`src/rtl/countdown_timer.sv`:
```
// Seconds countdown for the microwave controller: BCD MM:SS time that is loaded from the
// keypad, decremented once per second while the magnetron is on, and flagged when it reaches 00:00.
module countdown_timer #(
  parameter int unsigned TICKS_PER_SEC = 100
) (
  input  logic        clk,
  input  logic        reset,
  input  logic        load,
  input  logic [15:0] data_in,
  input  logic        clearn,
  input  logic        mag_on,
  output logic [3:0]  min_tens,
  output logic [3:0]  min_units,
  output logic [3:0]  sec_tens,
  output logic [3:0]  sec_units,
  output logic        timer_done,
  output logic        tick
);

  localparam int unsigned PW = $clog2(TICKS_PER_SEC);
  localparam logic [PW-1:0] LAST = PW'(TICKS_PER_SEC - 1);

  logic [3:0]    r_mt, r_mu, r_st, r_su;
  logic [PW-1:0] r_presc;
  logic          r_tick;

  logic [3:0]    w_mt_nxt, w_mu_nxt, w_st_nxt, w_su_nxt;
  logic [3:0]    w_dmt, w_dmu, w_dst, w_dsu;
  logic [PW-1:0] w_presc_nxt;
  logic          w_tick_nxt;
  logic          w_zero;
  logic          w_load_ok;

  assign w_zero    = (r_mt == 4'd0) && (r_mu == 4'd0) && (r_st == 4'd0) && (r_su == 4'd0);
  assign w_load_ok = load && (data_in[15:12] <= 4'd9) && (data_in[11:8] <= 4'd9) &&
                     (data_in[7:4] <= 4'd5) && (data_in[3:0] <= 4'd9);

  // One-second BCD decrement with borrow chain; only used when the time is nonzero.
  always_comb begin
    w_dmt = r_mt;
    w_dmu = r_mu;
    w_dst = r_st;
    w_dsu = r_su;
    if (r_su != 4'd0) begin
      w_dsu = r_su - 4'd1;
    end else begin
      w_dsu = 4'd9;
      if (r_st != 4'd0) begin
        w_dst = r_st - 4'd1;
      end else begin
        w_dst = 4'd5;
        if (r_mu != 4'd0) begin
          w_dmu = r_mu - 4'd1;
        end else begin
          w_dmu = 4'd9;
          w_dmt = r_mt - 4'd1;
        end
      end
    end
  end

  // Next state: clear beats load beats count; an invalid load falls through to counting.
  always_comb begin
    w_mt_nxt    = r_mt;
    w_mu_nxt    = r_mu;
    w_st_nxt    = r_st;
    w_su_nxt    = r_su;
    w_presc_nxt = r_presc;
    w_tick_nxt  = 1'b0;
    if (!clearn) begin
      w_mt_nxt    = 4'd0;
      w_mu_nxt    = 4'd0;
      w_st_nxt    = 4'd0;
      w_su_nxt    = 4'd0;
      w_presc_nxt = '0;
    end else if (w_load_ok) begin
      w_mt_nxt    = data_in[15:12];
      w_mu_nxt    = data_in[11:8];
      w_st_nxt    = data_in[7:4];
      w_su_nxt    = data_in[3:0];
      w_presc_nxt = '0;
    end else if (mag_on && !w_zero) begin
      if (r_presc == LAST) begin
        w_mt_nxt    = w_dmt;
        w_mu_nxt    = w_dmu;
        w_st_nxt    = w_dst;
        w_su_nxt    = w_dsu;
        w_presc_nxt = '0;
        w_tick_nxt  = 1'b1;
      end else begin
        w_presc_nxt = r_presc + PW'(1);
      end
    end
  end

  always_ff @(posedge clk or posedge reset) begin
    if (reset) begin
      r_mt    <= 4'd0;
      r_mu    <= 4'd0;
      r_st    <= 4'd0;
      r_su    <= 4'd0;
      r_presc <= '0;
      r_tick  <= 1'b0;
    end else begin
      r_mt    <= w_mt_nxt;
      r_mu    <= w_mu_nxt;
      r_st    <= w_st_nxt;
      r_su    <= w_su_nxt;
      r_presc <= w_presc_nxt;
      r_tick  <= w_tick_nxt;
    end
  end

  assign min_tens   = r_mt;
  assign min_units  = r_mu;
  assign sec_tens   = r_st;
  assign sec_units  = r_su;
  assign timer_done = w_zero;
  assign tick       = r_tick;

endmodule

```
`config.mk`:
```
export PLATFORM = sky130hd
export DESIGN_NAME = countdown_timer
export DESIGN_NICKNAME = d
export VERILOG_FILES = /design/src/rtl/countdown_timer.sv
export SDC_FILE = /design/constraint.sdc
export NUM_CORES = 1
export LEC_CHECK = 0
export ABC_AREA = 1
export CAP_MARGIN = 20
export CORE_ASPECT_RATIO = 1.25
export CORE_UTILIZATION = 55
export CTS_CLUSTER_DIAMETER = 30
export DETAILED_ROUTE_END_ITERATION = 16
export PLACE_DENSITY_LB_ADDON = 0.3
export SLEW_MARGIN = 30
export SYNTH_ARGS = -nofsm -noshare
export SYNTH_HDL_FRONTEND = slang
export SYNTH_SLANG_ARGS = --single-unit
```
`constraint.sdc`:
```
create_clock -name clk -period 2.6 [get_ports clk]
set_input_delay 0.39 -clock clk [delete_from_list [all_inputs] [get_ports clk]]
set_output_delay 0.39 -clock clk [all_outputs]
set_load 0.05 [all_outputs]
```
# Word level (Yosys, flattened, before mapping)
# Index checks and enable logic that the tools add are counted.
[totals] out_inout_bits=18 reg_bits=24 input_bits=21
[op_classes] n_eq_ne=6 n_reduce_logical=20 n_addsub=5 n_mux=33 n_lt_le_gt_ge=4
[ops] cell="2-to-1 mux 4 bit" count=25
[ops] cell="2-to-1 mux 7 bit" count=4
[ops] cell="logical NOT 4 bit" count=4
[ops] cell="subtractor 4 x 1 -> 4 bit (second input constant)" count=4
[ops] cell="less-or-equal comparator 4 bit (second input constant)" count=3
[ops] cell="nonzero test 4 bit" count=3
[ops] cell="!= test 3 bit (second input constant)" count=3
[ops] cell="logical AND 1 bit" count=8
[ops] cell="adder 7 x 1 -> 7 bit (second input constant)" count=1
[ops] cell="equality test 7 bit (second input constant)" count=1
[ops] cell="!= test 3 x 1 -> 1 bit (second input constant)" count=2
[ops] cell="AND reduction 5 bit" count=1
[ops] cell="less-or-equal comparator 4 x 3 -> 1 bit (second input constant)" count=1
[ops] cell="2-to-1 mux 1 bit" count=4
[ops] cell="AND reduction 4 bit" count=1
[ops] cell="AND reduction 3 bit" count=1
[ops] cell="AND reduction 2 bit" count=1
[ops] cell="logical NOT 1 bit" count=1

# Logic depth before layout (Yosys ltp)
# Gate-level depths: netlist (run 1).
[logic_depth] depth_word=9 ltp_mapped=10

# Least setup slack after synthesis (run 1)
# OpenSTA, ideal clock, no wires.
[synth_timing] path_type="register to output" startpoint="register r_st[1], in the netlist sec_tens[1]" endpoint="output port timer_done" path_stages_with_launch=6 path_slack_ps=-452 required_ps=2210 path_buffers=0 arrival_ps=2662 path_cell_list="dfrtp_1 > nor2_2 > nand2_1 > nor2_2 > inv_1 > nor4_1"
[synth_between] elab_chain_cells=3
[synth_rtl] item="from (decl)" line_no="23" text="logic [3:0] r_mt, r_mu, r_st, r_su;"
[synth_rtl] item="from (signal assigned)" line_no="107" text="r_st <= w_st_nxt;"
[synth_rtl] item="logical NOT 4 bit" line_no="34" text="assign w_zero = (r_mt == 4'd0) && (r_mu == 4'd0) && (r_st == 4'd0) && (r_su == 4'd0);"
[synth_rtl] item="logical AND 1 bit (2 in series)" line_no="34"
[synth_rtl] item="to (decl)" line_no="16" text="output logic timer_done,"
# No other way between the ends.

# Worst setup path in the final report (run 1)
# Same ends and word-level chain as after synthesis.

==> impl_metrics.ini, run 1 <==
[synthesis]
yosys_warnings = 0
netlist_instances = 254
yosysUniqueCellTypes = 33
async_reset_ff_frac = 1.00
syn_area_um2 = 1840
ys_seq_area_frac = 0.326
syn_area_per_cell_um2 = 7.26
synth_ff_type = dfrtp_1
ys_ff_latch = 24
synth_edf_count = 0
syn_nets = 277

[layout]
antenna_cells = 0
syn2layout_area_growth_pct = 25.4
layout.cells.non_filler = 331
nets = 318
fill_cells = 248
stdcell_area_um2 = 2310
layout-drive-gt1-share = 0.133

[clocking]
cts_buffer_depth = 2
cts_tree = done
clk_latency_ns = 0.27
path_clk_slew_ns = 0.09
cts_resized = 0
cts-root-buf = clkbuf_8
ctsHoldBuffers = 0
cts_inserted_buffers = 3
htreeDepth = 1
post_cts_buffers = 0
cts_sinks = 24

[power]
p_int_mw = 0.936
leakagePower_nw = 1.09
share_comb_of_total_power = 0.550
p_total_mw = 1.80
ir_drop_uv = 684
p_switching_mw = 0.865
pwr_density_cell_nw_per_um2 = 779
power_frac_clock = 0.147
swShare = 0.480
p_seq_frac = 0.302

[critical_path]
worst_r2r_path_depth = 10
worstPathArrival_ns = 1.82
slowest_stage = dfrtp_1
cp_max_fo = 4
critical_path_class = flip-flop to primary output
end_kind = primary output
max_stage_delay_ns = 0.42
crit_required_ns = 2.21
critical_path.top_delay_family = simple AND/OR/NAND/NOR gates
rrSetupSlack_ns = 0.94
worstSetupStartpointType = flip-flop
crit_chain = nor2_2 -> nand2_1 -> nor2_2 -> inv_1 -> nor4_2 -> buf_4
worst_path_most_repeated_cell = nor2_2
reg2reg_from = min_tens[0]$_DFFE_PP0P_
reg2reg_to = r_presc[1]$_DFFE_PP0P_
worstPathBufferInverterCount = 2

[global_routing]
gr-total-overflow = 0
grt_pass1_wl_mm = 6.60
grt_antenna_before_repair = 0
grt_usage = 0.253
grt_max_degree = 25
grt_pass1_vias = 1536

[route]
vias_per_cell = 5.13
drt_pass1_iterations = 4
routedWlPerCell_um = 12.3
drcViolationCount = 0
vias = 1698
first_iter_violations = 43
drt-total-wl_mm = 4.06
ant_nets = 0

[floorplan]
pin_count = 39
fp.coreArea_um2 = 3190
die_h_um = 66.7
die-area_um2 = 3590
fp.dieW_um = 53.8
core.rowCount = 23
initial_core_util = 0.577

[place]
place_inst = 327
dp_hpwl_mm = 3.01
portBuffers = 38
globalplace.congestion = 0.799
postPlaceCellArea_um2 = 2260
post-place-ws_ns = 0.498

[sta]
min_period_over_period = 0.848
fin_worst_skew_ns = 0.00276
finalSetupTns_ns = 0
finalHoldViolations = 0
setup_viol = 0
slew_viol_final = 0
period_needed_ns = 2.21
rsz0062_at_grt = false
maxSlewHeadroom = 0.670
finalWorstSetupSlack_ns = 0.394
fmax_mhz = 453
worst-slew-pin-transition_ns = 0.493

[worst_hold_path]
hold_path.class = input pin to asynchronous set/reset pin

[status]
status = finished, final reports clean

[flow_run]
drv_cap = 0
[cell type report]
class,instances,area (um^2),share of cell area
clock buffers,4,55.1,0.0238
inverters,31,119,0.0514
multi-input cells,195,1100,0.475
flip-flops and latches,24,601,0.260
well taps,37,46.3,0.0200
repair buffers,40,393,0.170
[worst min-delay path: cells and delay by family]
kind	cells	cell delay, ns
buffers and inverters	3	0.75
[flip-flops by register name (all words and copies together), names as in the netlist]
signal and count:
tick 1, sec_tens 4, sec_units 4, min_tens 4, min_units 4, r_presc 7
[through the flow]
step	hold WS [ns]	util
after CTS	0.478	0.723
after global routing	0.523	0.723
after global placement	0.500	0.706
after floorplan	0.405	-
after detailed placement	0.500	0.706
final	0.457	0.723
[placed cells by master, fill, tap and decap left out, drive strengths merged]
master         netlist  routed
nor3                 2       2
o21bai               1       1
o21ai               22      22
ha                   2       2
or2                  1       1
inv                 30      30
buf                  4       3
o211ai               1       1
nor4                 1       1
nor2                38      38
nand4                6       6
o21a                 1       1
xnor2                1       1
xor2                 5       5
clkbuf               0       4
nand2               82      82
clkdlybuf4s50        0      37
a21oi                5       5
dfrtp               24      24
nand3               27      27
clkinv               1       1
[logic make-up (layout without fill, tap and decap cells)]
family | Yosys count | count (layout) | synth area share
fa+ha+maj | 2 | 2 | 0.0136
flops | 24 | 24 | 0.326
buf+inv | 35 | 75 | 0.0821
compound gates | 30 | 30 | 0.115
xor+xnor | 6 | 6 | 0.0285
simple gates | 157 | 157 | 0.434
[power by group through the flow]
stage | combinational [mW] | clock, mW | sequential (mW)
after floorplan | 0.485 | 0 | 0.782
after global placement | 0.975 | 0 | 0.551
after detailed placement | 0.991 | 0 | 0.552
after CTS | 0.998 | 0.267 | 0.545
after global routing | 1.09 | 0.282 | 0.558
final | 0.992 | 0.265 | 0.545
[worst max-delay path by stage]
stage                                  from                 endpoint  slack [ns]  depth (start not counted)
floorplan           sec_tens[1]$_DFFE_PP0P_               timer_done        0.12                          5
global placement                 data_in[9]  sec_tens[0]$_DFFE_PP0P_        0.53                          9
detailed placement               data_in[9]  sec_tens[0]$_DFFE_PP0P_        0.50                          9
CTS                 sec_tens[0]$_DFFE_PP0P_               timer_done        0.38                          6
global route        sec_tens[1]$_DFFE_PP0P_               timer_done        0.29                          6
finish              sec_tens[1]$_DFFE_PP0P_               timer_done        0.39                          6
[synthesized netlist by cell type (2+ instances only)]
| master | count | area, um^2 |
|---|---|---|
| o21ai_1 | 6 | 30.0 |
| o21ai_2 | 5 | 43.8 |
| buf_6 | 2 | 22.5 |
| o21ai_0 | 10 | 50.1 |
| nand2_1 | 75 | 282 |
| nor2_4 | 4 | 45.0 |
| nand4_1 | 4 | 25.0 |
| nor2_2 | 4 | 25.0 |
| nor3_1 | 2 | 10.0 |
| xor2_1 | 5 | 43.8 |
| dfrtp_1 | 24 | 601 |
| ha_1 | 2 | 25.0 |
| nand2_4 | 5 | 56.3 |
| a21oi_1 | 5 | 25.0 |
| inv_2 | 2 | 7.51 |
| buf_2 | 2 | 10.0 |
| nor2_1 | 29 | 109 |
| inv_1 | 27 | 101 |
| nand4_4 | 2 | 42.5 |
| nand3_1 | 26 | 130 |
[routing by layer]
layer	part of all wire	global-route usage
met5	0	0
met4	0.011	0.0921
met3	0.037	0.0411
met2	0.51	0.421
met1	0.44	0.317
(Power assumes the default switching activity.)
==> run 2, diff against run 1 <==
--- a/config.mk
+++ b/config.mk
@@ -8,7 +8,7 @@
 export ABC_AREA = 1
 export CAP_MARGIN = 20
 export CORE_ASPECT_RATIO = 1.25
-export CORE_UTILIZATION = 55
+export CORE_UTILIZATION = 51
 export CTS_CLUSTER_DIAMETER = 30
 export DETAILED_ROUTE_END_ITERATION = 16
 export PLACE_DENSITY_LB_ADDON = 0.3
==> constraint.sdc (replaced) <==
create_clock -name clk -period 2.1 [get_ports clk]
set_input_delay 0.315 -clock clk [delete_from_list [all_inputs] [get_ports clk]]
set_output_delay 0.315 -clock clk [all_outputs]
set_load 0.05 [all_outputs]
==> run 2 against run 1 <==
Effect of this change:
- non-clock buffer count rose by 4
- global-route usage fell by 2.0 points
- setup slack got worse by 0.31 ns
- worst hold slack got worse by 0.076 ns
- clock power rose by 55%
- sequential power rose by 24%
- utilization fell by 3.8 points
- combinational power rose by 30%
- sequential share of layout area fell by 0.82 points
- routed wire length rose by 3.2%
- largest power group unchanged
==> impl_metrics.ini, run 2 (synthesis results as in run 1) <==
[sta]
min_period_over_period = 0.959
finalHoldViolations = 0
fin_worst_skew_ns = 0.00675
rsz0062_at_grt = false
finalSetupTns_ns = 0
slew_viol_final = 0
period_needed_ns = 2.01
setup_viol = 0
maxSlewHeadroom = 0.657
worst-slew-pin-transition_ns = 0.513
fmax_mhz = 496

[floorplan]
fp.coreArea_um2 = 3480
pin_count = 39
initial_core_util = 0.529
die_h_um = 69.2
die-area_um2 = 3860
core.rowCount = 24
fp.dieW_um = 55.8

[global_routing]
gr-total-overflow = 0
grt_max_degree = 25
grt_antenna_before_repair = 0
grt_usage = 0.233
grt_pass1_wl_mm = 7.33
grt_pass1_vias = 1705

[place]
portBuffers = 38
postPlaceCellArea_um2 = 2290
globalplace.congestion = 0.799
dp_hpwl_mm = 3.06

[route]
ant_nets = 0
drcViolationCount = 0
drt-met1-wl_mm = 1.81
topRoutingLayerUsed = met4
routedWlPerCell_um = 12.4
vias_per_cell = 5.21
wl_met2_mm = 2.12
drt_pass1_iterations = 4
first_iter_violations = 64
drt-total-wl_mm = 4.19
dr_wl_met3_um = 183
vias = 1755

[critical_path]
worstPathArrival_ns = 1.70
worstSetupStartpointType = flip-flop
end_kind = primary output
critical_path_class = flip-flop to primary output
cp_max_fo = 4
crit_required_ns = 1.78
rrSetupSlack_ns = 0.45

[layout]
stdcell_area_um2 = 2390
regMostFlops = r_presc
final_cell_mix = 74 x nand2_1, 37 x clkdlybuf4s50_1, 28 x nor2_1
final_common_cell = nand2_1
syn2layout_area_growth_pct = 29.5
nets = 322
antenna_cells = 0
largest_reg_flops = 7
layout-drive-gt1-share = 0.158

[status]
status = finished, final reports clean

[power]
ir_drop_uv = 906
leakagePower_nw = 1.12
pwr_density_cell_nw_per_um2 = 997

[clocking]
cts_inserted_buffers = 3
cts-root-buf = clkbuf_8
clk_latency_ns = 0.27
cts_buffer_depth = 2
htreeDepth = 1
cts_sinks = 24
cts_tree = done
path_clk_slew_ns = 0.09

[worst_hold_path]
hold_path.class = input pin to asynchronous set/reset pin

[flow_run]
drv_cap = 0
[run 2: changes by cell type in the layout (fill, tap and decap cells not counted)]
cell / delta
buf_4: +3
clkbuf_8: -1
nand2_1: -1
inv_2: +2
bufinv_16: +1
buf_12: +1
nor2_1: -1
nor4_4: +1
nor2_2: +1
nand2_2: +1
inv_1: -2
nor4_2: -1
[run 2: area by class of cell]
class,instances,area (um^2)
clock buffers,3,41.3
fillers,308,1100
inverters,31,119
multi-input cells,195,1110
well taps,39,48.8
repair buffers,44,435
clock inverters,1,30.0
flip-flops and latches,24,601
[run 2: path summary, 6_finish.rpt]
kind | from | end | cells after the start
hold reg to reg | r_presc[1]$_DFFE_PP0P_ | r_presc[1]$_DFFE_PP0P_ | 2
setup / recovery | sec_units[0]$_DFFE_PP0P_ | timer_done | 6
hold / removal | reset | r_presc[4]$_DFFE_PP0P_ | 3
setup reg to reg | min_tens[0]$_DFFE_PP0P_ | r_presc[2]$_DFFE_PP0P_ | 10
min in group clk | r_presc[1]$_DFFE_PP0P_ | r_presc[1]$_DFFE_PP0P_ | 2
max in group asynchronous | reset | r_presc[3]$_DFFE_PP0P_ | 3
[run 2: per-stage QoR]
stage	power, mW	hold slack (ns)	setup WS, ns	std cells	util
2_1_floorplan	1.59	0.330	0.00304	254	-
4_1_cts	2.37	0.388	0.0528	334	0.677
6_report	2.38	0.380	0.0858	337	0.685
5_1_grt	2.53	0.443	0.0117	337	0.685
3_5_place_dp	1.94	0.502	0.105	330	0.657
3_3_place_gp	1.92	0.494	0.144	330	0.657
[run 2: routing by layer]
layer / global-route usage / up-vias
met4: 0.0750 / 0
met5: 0 / -
met1: 0.298 / 804
met2: 0.406 / 44
li1: - / 900
met3: 0.0261 / 7
[run 2: critical path, cell delays in order, from the launching register on]
cell     delay (ns)
dfrtp_1        0.43
nor2_2         0.16
nand2_2        0.10
nor2_4         0.16
inv_2          0.07
nor4_4         0.32
buf_12         0.18
[run 2: timing repair]
item                       in CTS  in global routing
resized for setup               0                  4
hold endpoints to repair        0                  0
hold buffers                    0                  0
setup buffers                   0                  3
setup endpoints to repair       1                  1
pin swaps                       1                  3
[run 2: where the power goes]
part	internal [mW]	total, mW	switching (mW)	leakage (nW)
Clock	0.255	0.412	0.157	0.0357
Combinational	0.465	1.29	0.823	0.764
Sequential	0.555	0.678	0.123	0.320
==> run 3, diff against run 2 <==
--- a/config.mk
+++ b/config.mk
@@ -9,9 +9,11 @@
 export CAP_MARGIN = 20
 export CORE_ASPECT_RATIO = 1.25
 export CORE_UTILIZATION = 51
+export CTS_BUF_LIST = sky130_fd_sc_hd__clkbuf_16
 export CTS_CLUSTER_DIAMETER = 30
 export DETAILED_ROUTE_END_ITERATION = 16
 export PLACE_DENSITY_LB_ADDON = 0.3
+export RECOVER_POWER = 50
 export SLEW_MARGIN = 30
 export SYNTH_ARGS = -nofsm -noshare
 export SYNTH_HDL_FRONTEND = slang
==> run 3 against run 2 <==
Effect of this change:
- cell count shrank 0.89%
- die area is the same
- routed wire length shrank 0.79%
- highest routed layer unchanged
- count of clock-buffer cells in the layout is the same
- largest cell class unchanged
==> impl_metrics.ini, run 3 (synthesis results as in run 1) <==
[clocking]
cts-root-buf = clkbuf_16
cts_inserted_buffers = 3
cts_buffer_depth = 2
path_clk_slew_ns = 0.06
cts_tree = done
ctsHoldBuffers = 0
post_cts_buffers = 0
clk_latency_ns = 0.26
cts_sinks = 24
htreeDepth = 1

[worst_hold_path]
min_path_cells = 2
hold_path.class = flip-flop to flip-flop

[sta]
fmax_mhz = 498
finalSetupTns_ns = 0
hold_ws_ns = 0.522
period_needed_ns = 2.01
fin_worst_skew_ns = 0.00237
setup_viol = 0
finalWorstSetupSlack_ns = 0.0905
slew_viol_final = 0
worst-slew-pin-transition_ns = 1.32
maxSlewHeadroom = 0.119
finalHoldViolations = 0
rsz0062_at_grt = false
min_period_over_period = 0.957

[layout]
syn2layout_area_growth_pct = 28.7
layout-drive-gt1-share = 0.132
nets = 319
final_cell_mix = 76 x nand2_1, 35 x clkdlybuf4s50_1, 29 x nor2_1
final_common_cell = nand2_1
regMostFlops = r_presc
antenna_cells = 0
layout.cells.non_filler = 334
largest_reg_flops = 7

[global_routing]
grt_pass1_wl_mm = 7.40
grt_max_degree = 25
grt_pass1_vias = 1759
grt_antenna_before_repair = 0
grt_usage = 0.235
gr-total-overflow = 0

[place]
place_inst = 330
globalplace.congestion = 0.799
dp_hpwl_mm = 3.06
post-place-ws_ns = 0.105
portBuffers = 38

[critical_path]
end_kind = primary output
crit_start = sec_units[0]$_DFFE_PP0P_
critical_path_class = flip-flop to primary output
crit_required_ns = 1.78
reg2reg_to = r_presc[5]$_DFFE_PP0P_
worst_r2r_path_depth = 9
critPathCapture = timer_done
worstPathArrival_ns = 1.69
reg2reg_from = min_tens[0]$_DFFE_PP0P_
worstSetupStartpointType = flip-flop
rrSetupSlack_ns = 0.23
cp_max_fo = 5

[route]
first_iter_violations = 44
routedWlPerCell_um = 12.4
drt-total-wl_mm = 4.16
drcViolationCount = 0
ant_nets = 0
vias = 1751
vias_per_cell = 5.24
drt_pass1_iterations = 4

[power]
p_switching_mw = 1.11
p_int_mw = 1.38
pwr_density_cell_nw_per_um2 = 1050
share_comb_of_total_power = 0.507
power_frac_clock = 0.220
leakagePower_nw = 1.12
swShare = 0.445
ir_drop_uv = 972
p_seq_frac = 0.273

[floorplan]
die_h_um = 69.2
fp.dieW_um = 55.8
initial_core_util = 0.529
pin_count = 39
core.rowCount = 24
die-area_um2 = 3860
fp.coreArea_um2 = 3480

[flow_run]
drv_cap = 0

[status]
status = finished, final reports clean
==> run 3: changes by cell type in the layout (fill, tap and decap cells not counted), sizes merged <==
cell           delta
buf               -4
clkdlybuf4s50     -2
dlygate4sd3       +2
clkbuf            +1
==> run 3: cell type report <==
class,instances,area (um^2)
clock buffers,3,75.1
repair buffers,41,409
flip-flops and latches,24,601
multi-input cells,195,1090
clock inverters,1,30.0
fillers,315,1110
inverters,31,119
well taps,39,48.8
==> run 3: metal layers <==
layer,track usage,part of all wire
met1,0.298,0.42
met2,0.402,0.52
met3,0.0280,0.035
met4,0.100,0.025
met5,0,0
==> run 3: repair_timing <==
action / CTS / global route
endpoints found under the hold margin: 0 / 0
endpoints found under the setup margin: 0 / 1
gates resized for setup: 0 / 2
==> run 3: critical path, stage by stage (launching register included) <==
cell	delay (ns)
dfrtp_1	0.43
nor2_2	0.12
nand2_1	0.13
nor2_4	0.15
inv_1	0.11
nor4_4	0.31
buf_12	0.18
==> run 3: worst min path at each step <==
stage / from / end / slack (ns)
after floorplan: reset / min_tens[0]$_DFFE_PP0P_ / 0.33
after global placement: min_tens[1]$_DFFE_PP0P_ / min_tens[1]$_DFFE_PP0P_ / 0.49
after detailed placement: min_tens[1]$_DFFE_PP0P_ / min_tens[1]$_DFFE_PP0P_ / 0.50
after CTS: reset / r_presc[4]$_DFFE_PP0P_ / 0.41
after global routing: min_tens[1]$_DFFE_PP0P_ / min_tens[1]$_DFFE_PP0P_ / 0.56
final: r_presc[1]$_DFFE_PP0P_ / r_presc[1]$_DFFE_PP0P_ / 0.52
==> run 3: power groups by stage <==
stage          Clock (mW)  Sequential (mW)  Combinational [mW]
6_report            0.548            0.678                1.26
3_3_place_gp            0            0.681                1.24
5_1_grt             0.571            0.693                1.37
3_5_place_dp            0            0.684                1.26
2_1_floorplan           0            0.969               0.618
4_1_cts             0.554            0.678                1.28
==> run 3: through the flow <==
stage / area (um^2) / power (mW) / utilization
detailed placement: 2290 / 1.94 / 0.657
floorplan: 1860 / 1.59 / -
global route: 2370 / 2.64 / 0.681
finish: 2370 / 2.49 / 0.681
CTS: 2390 / 2.51 / 0.687
global placement: 2290 / 1.92 / 0.657
